<file path="src/rtl/microbot_motor_driver_pkg.sv">
// Shared encodings for the microbot motor driver: channel states, direction
// and motor_cmd bit positions (bit-compatible with the navigation FSM word).
package microbot_motor_driver_pkg;

   localparam logic [1:0] ST_OFF  = 2'd0;
   localparam logic [1:0] ST_DEAD = 2'd1;
   localparam logic [1:0] ST_RAMP = 2'd2;
   localparam logic [1:0] ST_RUN  = 2'd3;

   typedef enum logic {
      DIR_FWD = 1'b0,
      DIR_REV = 1'b1
   } dir_t;

   localparam int unsigned A_FWD = 3;
   localparam int unsigned A_REV = 2;
   localparam int unsigned B_FWD = 1;
   localparam int unsigned B_REV = 0;

endpackage

</file>
<file path="src/rtl/microbot_motor_channel.sv">
// One H-bridge channel: dead-time on reversal, soft-start ramp, PWM gating
// and registered bridge drive. Instantiated once per motor.
module microbot_motor_channel
   import microbot_motor_driver_pkg::*;
#(
   parameter int unsigned DEAD_CYCLES = 16,
   parameter int unsigned RAMP_DIV    = 256,
   parameter int unsigned RAMP_STEP   = 8
) (
   input  logic       clk,
   input  logic       reset,
   input  logic       ena,
   input  logic       fwd,
   input  logic       rev,
   input  logic [7:0] duty,
   input  logic [7:0] pwm_cnt,
   output logic [1:0] drive,
   output logic       busy,
   output logic       fault
);

   localparam int unsigned DW = (DEAD_CYCLES > 1) ? $clog2(DEAD_CYCLES) : 1;
   localparam int unsigned RW = (RAMP_DIV > 1) ? $clog2(RAMP_DIV) : 1;

   logic [1:0]    state_q, state_d;
   dir_t          dir_q, dir_d;
   logic [DW-1:0] dead_q, dead_d;
   logic [RW-1:0] div_q, div_d;
   logic [7:0]    cur_q, cur_d;
   logic [8:0]    ramp_sum;
   logic [1:0]    drive_d;
   logic          busy_d, fault_d;
   logic          cmd_fwd, cmd_rev, cmd_same, cmd_opp, pwm_on;

   always_comb begin
      cmd_fwd  = fwd & ~rev;
      cmd_rev  = rev & ~fwd;
      cmd_same = (dir_q == DIR_FWD) ? cmd_fwd : cmd_rev;
      cmd_opp  = (dir_q == DIR_FWD) ? cmd_rev : cmd_fwd;
      ramp_sum = {1'b0, cur_q} + 9'(RAMP_STEP);

      state_d = state_q;
      dir_d   = dir_q;
      dead_d  = dead_q;
      div_d   = div_q;
      cur_d   = cur_q;
      fault_d = fault | (ena & fwd & rev);

      if (!ena) begin
         state_d = ST_OFF;
         cur_d   = '0;
      end else begin
         case (state_q)
            ST_OFF: begin
               cur_d = '0;
               if (cmd_fwd | cmd_rev) begin
                  state_d = ST_RAMP;
                  dir_d   = cmd_fwd ? DIR_FWD : DIR_REV;
                  div_d   = '0;
               end
            end
            ST_DEAD: begin
               cur_d = '0;
               if (dead_q == '0) begin
                  if (cmd_fwd | cmd_rev) begin
                     state_d = ST_RAMP;
                     dir_d   = cmd_fwd ? DIR_FWD : DIR_REV;
                     div_d   = '0;
                  end else begin
                     state_d = ST_OFF;
                  end
               end else begin
                  dead_d = dead_q - 1'b1;
               end
            end
            default: begin
               // RAMP and RUN share command handling; ramp logic only runs when the command holds
               if (cmd_opp) begin
                  state_d = ST_DEAD;
                  dead_d  = DW'(DEAD_CYCLES - 1);
                  cur_d   = '0;
               end else if (!cmd_same) begin
                  state_d = ST_OFF;
                  cur_d   = '0;
               end else if (state_q == ST_RUN) begin
                  cur_d = duty;
               end else if (duty < cur_q) begin
                  cur_d   = duty;
                  state_d = ST_RUN;
               end else if (div_q == RW'(RAMP_DIV - 1)) begin
                  div_d = '0;
                  if (ramp_sum >= {1'b0, duty}) begin
                     cur_d   = duty;
                     state_d = ST_RUN;
                  end else begin
                     cur_d = ramp_sum[7:0];
                  end
               end else begin
                  div_d = div_q + 1'b1;
               end
            end
         endcase
      end

      pwm_on = (pwm_cnt < cur_d);
      if ((state_d == ST_RAMP) || (state_d == ST_RUN)) begin
         drive_d = (dir_d == DIR_FWD) ? {pwm_on, 1'b0} : {1'b0, pwm_on};
      end else begin
         drive_d = 2'b00;
      end
      busy_d = (state_d == ST_DEAD) || (state_d == ST_RAMP);
   end

   always_ff @(posedge clk) begin
      if (reset) begin
         state_q <= ST_OFF;
         dir_q   <= DIR_FWD;
         dead_q  <= '0;
         div_q   <= '0;
         cur_q   <= '0;
         drive   <= '0;
         busy    <= 1'b0;
         fault   <= 1'b0;
      end else begin
         state_q <= state_d;
         dir_q   <= dir_d;
         dead_q  <= dead_d;
         div_q   <= div_d;
         cur_q   <= cur_d;
         drive   <= drive_d;
         busy    <= busy_d;
         fault   <= fault_d;
      end
   end

endmodule

</file>
<file path="src/rtl/microbot_motor_driver.sv">
// Two-motor H-bridge driver: shared PWM timebase feeding two independent
// channels; output word matches the navigation FSM motor_cmd layout.
module microbot_motor_driver
   import microbot_motor_driver_pkg::*;
#(
   parameter int unsigned PRESCALE    = 4,
   parameter int unsigned DEAD_CYCLES = 16,
   parameter int unsigned RAMP_DIV    = 256,
   parameter int unsigned RAMP_STEP   = 8
) (
   input  logic       clk,
   input  logic       reset,
   input  logic       ena,
   input  logic [3:0] motor_cmd,
   input  logic [7:0] duty,
   output logic [3:0] drive_out,
   output logic [1:0] chan_busy,
   output logic [1:0] cmd_fault
);

   localparam int unsigned PW = (PRESCALE > 1) ? $clog2(PRESCALE) : 1;

   logic [PW-1:0] prescaler;
   logic [7:0]    pwm_cnt;
   logic [1:0]    drive_a, drive_b;
   logic          busy_a, busy_b, fault_a, fault_b;

   always_ff @(posedge clk) begin
      if (reset) begin
         prescaler <= '0;
         pwm_cnt   <= '0;
      end else if (prescaler == PW'(PRESCALE - 1)) begin
         prescaler <= '0;
         pwm_cnt   <= pwm_cnt + 1'b1;
      end else begin
         prescaler <= prescaler + 1'b1;
      end
   end

   microbot_motor_channel #(
      .DEAD_CYCLES (DEAD_CYCLES),
      .RAMP_DIV    (RAMP_DIV),
      .RAMP_STEP   (RAMP_STEP)
   ) u_chan_a (
      .clk     (clk),
      .reset   (reset),
      .ena     (ena),
      .fwd     (motor_cmd[A_FWD]),
      .rev     (motor_cmd[A_REV]),
      .duty    (duty),
      .pwm_cnt (pwm_cnt),
      .drive   (drive_a),
      .busy    (busy_a),
      .fault   (fault_a)
   );

   microbot_motor_channel #(
      .DEAD_CYCLES (DEAD_CYCLES),
      .RAMP_DIV    (RAMP_DIV),
      .RAMP_STEP   (RAMP_STEP)
   ) u_chan_b (
      .clk     (clk),
      .reset   (reset),
      .ena     (ena),
      .fwd     (motor_cmd[B_FWD]),
      .rev     (motor_cmd[B_REV]),
      .duty    (duty),
      .pwm_cnt (pwm_cnt),
      .drive   (drive_b),
      .busy    (busy_b),
      .fault   (fault_b)
   );

   assign drive_out = {drive_a, drive_b};
   assign chan_busy = {busy_a, busy_b};
   assign cmd_fault = {fault_a, fault_b};

endmodule
</file>
<file path="config.mk">
export PLATFORM = sky130hd
export DESIGN_NAME = microbot_motor_driver
export DESIGN_NICKNAME = d
export VERILOG_FILES = /design/src/rtl/microbot_motor_driver_pkg.sv /design/src/rtl/microbot_motor_channel.sv /design/src/rtl/microbot_motor_driver.sv
export SDC_FILE = /design/constraint.sdc
export NUM_CORES = 1
export LEC_CHECK = 0
export ABC_CLOCK_PERIOD_IN_PS = 8450
export BUFFER_PORTS_ARGS = -buffer_cell sky130_fd_sc_hd__buf_2
export CORE_UTILIZATION = 58
export DETAILED_ROUTE_END_ITERATION = 8
export PLACE_DENSITY = 0.87
export SLEW_MARGIN = 40
export SYNTH_ARGS = -nofsm -noshare
export SYNTH_HDL_FRONTEND = slang
export SYNTH_SLANG_ARGS = --single-unit
</file>
<file path="constraint.sdc">
create_clock -name clk -period 8.45 [get_ports clk]
set_input_delay 1.2675 -clock clk [delete_from_list [all_inputs] [get_ports clk]]
set_output_delay 1.2675 -clock clk [all_outputs]
set_load 0.02 [all_outputs]
</file>
==> flow_metrics.env <==
export IMPL_hold_path_class="register to register"
export IMPL_num_io_pins=23
export IMPL_syn_num_nets=639
export IMPL_htree_levels=3
export IMPL_fillerInstances=640
export IMPL_cp_cell_sequence="buf_2, inv_1, ha_1, nor2_1, a211oi_1, o21ai_0, a21oi_1, a21oi_1, or3b_2, ha_1, a2111oi_0, nand4_1, nor2_1, nand4_1, nand3_1"
export IMPL_vdd_ir_drop_worst_v=0.0001058
export IMPL_yosysTopAreaCell="dfxtp_1"
export IMPL_stdcell_count=679
export IMPL_drv_slew=0
export IMPL_hold_viol_final=0
export IMPL_ys_seq_area_frac=0.2783
export IMPL_worst_slew_pin_slew_ns=0.8027
export IMPL_fin_util=0.6483
export IMPL_ys_flop_type="dfxtp_1"
export IMPL_outcome="complete, no violations"
export IMPL_antenna_found_initial=0
export IMPL_fin_crit_ns=5.041
export IMPL_clock_sinks=64
export IMPL_cts_clk_slew_worst_paths_ns=0.06
export IMPL_grt_max_degree=45
export IMPL_firstDrtPassIters=7
export IMPL_total_power_mw=0.7144
export IMPL_antenna_cells=0
export IMPL_wl_per_cell_um=16.22
export IMPL_crit_fanout=10
export IMPL_required_ns=8.74
export IMPL_cts_buffer_depth=2
export IMPL_clock_latency_ns=0.36
export IMPL_holdBufCountCts=0
export IMPL_final_cell_mix="dfxtp_1, ha_1, a21oi_1, inv_1, nor2_1"
export IMPL_multiInputGateArea_mm2=0.003067
export IMPL_placed_area_mm2=0.004741
export IMPL_grt_pass1_vias=4024
export IMPL_final_antenna_net_count=0
export IMPL_startpoint_type="input port"
export IMPL_max_stage_delay_ns=0.67
export IMPL_synth_warnings=0
export IMPL_synth_avg_cell_area_um2=8.191
export IMPL_drc=0
export IMPL_tritoncts="yes"
export IMPL_critPathKind="input port to register"
export IMPL_setup_tns_ns=0
export IMPL_grt_pass1_wl_um=18440
export IMPL_period_share=0.5965
export IMPL_track_usage=0.2765
export IMPL_synth_area_mm2=0.004603
export IMPL_finalSetupViolCount=0
export IMPL_max_clock_freq_ghz=0.1984
export IMPL_post_cts_setup_buffers=0
export IMPL_final_common_cell="dfxtp_1"
export IMPL_fin_ws_ns=3.409
export IMPL_slowest_stage="a21oi_1"
export IMPL_ys_async_sr_fraction=0
export IMPL_drive_above_1_share=0.09705
export IMPL_dpl_cell_count=663
export IMPL_synth_edf_count=0
export IMPL_route_vias_total=4240
export IMPL_fin_area_mm2=0.004984
export IMPL_cellPowerDensity_mw_per_mm2=143.4
export IMPL_drv_cap=0
export IMPL_final_net_count=649
export IMPL_dieWidth_um=91.09
export IMPL_cts_buffers=9
export IMPL_rows=32
export IMPL_drt_iter0_drc=287
export IMPL_synthCells=562
export IMPL_cts_root_buffer="clkbuf_8"
export IMPL_globalplace_congestion=0.9207
export IMPL_dpl_hpwl_um=8176
export IMPL_drt_total_wl_um=11020
export IMPL_syn_to_final_growth_pct=8.263
export IMPL_timing_hold_ws_ns=0.4366
export IMPL_vias_per_cell=6.244
export IMPL_leakage_nw=2.090
export IMPL_start_util=0.5988
export IMPL_pre_cts_slack_ns=3.283
export IMPL_synth_top_area_frac=0.2783
export IMPL_dieArea_mm2=0.008296
export IMPL_synth_seq_cells=64
export IMPL_rsz0062_at_grt="false"
export IMPL_endpoint_kind="register"
export IMPL_seq_area_mm2=0.001281
export IMPL_die_h_um=91.09
export IMPL_slew_headroom=0.4649
export IMPL_io_buffers=22
export IMPL_cp_arrival_ns=5.33
export IMPL_ys_top_cells_by_area="dfxtp_1, ha_1, a21oi_1"
export IMPL_overflow=0
export IMPL_fin_skew_ns=0.007329
export IMPL_ctsResizeCount=0
export IMPL_synthDistinctLibCells=57
export IMPL_core_area_mm2=0.007687
==> sequential cells by signal (all words and copies together) (netlist names), 2 cells and up <==
name,count
prescaler,2
pwm_cnt,8
u_chan_a.cur_q,8
u_chan_a.dead_q,4
u_chan_a.div_q,8
u_chan_a.drive,2
u_chan_a.state_q,2
u_chan_b.cur_q,8
u_chan_b.dead_q,4
u_chan_b.div_q,8
u_chan_b.drive,2
u_chan_b.state_q,2
==> layer usage <==
layer	vias up	routed length (um)	GRT usage
li1	2056	-	-
met3	42	732	0.07705
met5	-	0	0
met2	151	5307	0.4640
met1	1991	4572	0.3254
met4	0	402	0.1310
==> cells in the mapped netlist (5+ instances only) <==
master and n:
dfxtp_1 64, ha_1 62, a21oi_1 47, inv_1 44, nor2_1 42, nand2_1 29, o21ai_0 29, nand3_1 25
nand4_1 16, clkbuf_1 15, xnor2_1 14, nor3_1 12, a211oi_1 11, a21o_1 10, xor2_1 9, a31oi_1 8
nand2b_1 8, nand3b_1 8, nor3b_1 7, or3_1 7, and2_1 6, mux2i_1 6, o211ai_1 6, and3_1 5
o21a_1 5, or3b_2 5
==> worst max-delay path, delay by kind of cell <==
| kind | cells | cell delay (ns) |
|---|---|---|
| AOI/OAI and AO/OA | 5 | 1.97 |
| adders and majority gates | 2 | 0.53 |
| buffers and inverters | 2 | 0.19 |
| and+or+nand+nor | 6 | 1.35 |
==> cell families after synthesis <==
family | after synthesis | synth area share
compound gates | 148 | 0.2104
xor+xnor | 23 | 0.04376
fa+ha+maj | 62 | 0.1685
buf+inv | 67 | 0.05789
flops | 64 | 0.2783
mux | 6 | 0.01305
simple gates | 192 | 0.2281
==> worst paths after layout <==
kind | from | endpoint | slack, ns | cells after the start
worst min-delay path | prescaler[0] | prescaler[0] | 0.44 | 1
worst max-delay path | duty[2] | u_chan_a.drive[1] | 3.41 | 15
worst min register to register | prescaler[0] | prescaler[0] | 0.44 | 1
worst max register to register | u_chan_a.cur_q[3] | u_chan_a.drive[1] | 3.96 | 15
==> power by group <==
part           internal, mW  leakage (nW)  total (mW)  switching [mW]
sequential            0.308         0.518       0.316         0.00794
combinational        0.0339          1.46      0.0917          0.0578
clock                 0.191         0.117       0.306           0.116
total                 0.533          2.09       0.714           0.182
==> cell type report <==
class	instances	area share
Tap cell	102	0.02561
Clock inverter	2	0.01205
Multi-Input combinational cell	431	0.6154
Sequential cell	64	0.2571
Timing Repair Buffer	22	0.02209
Clock buffer	14	0.03465
Inverter	44	0.03314
Power figures use the tool's default switching activity.
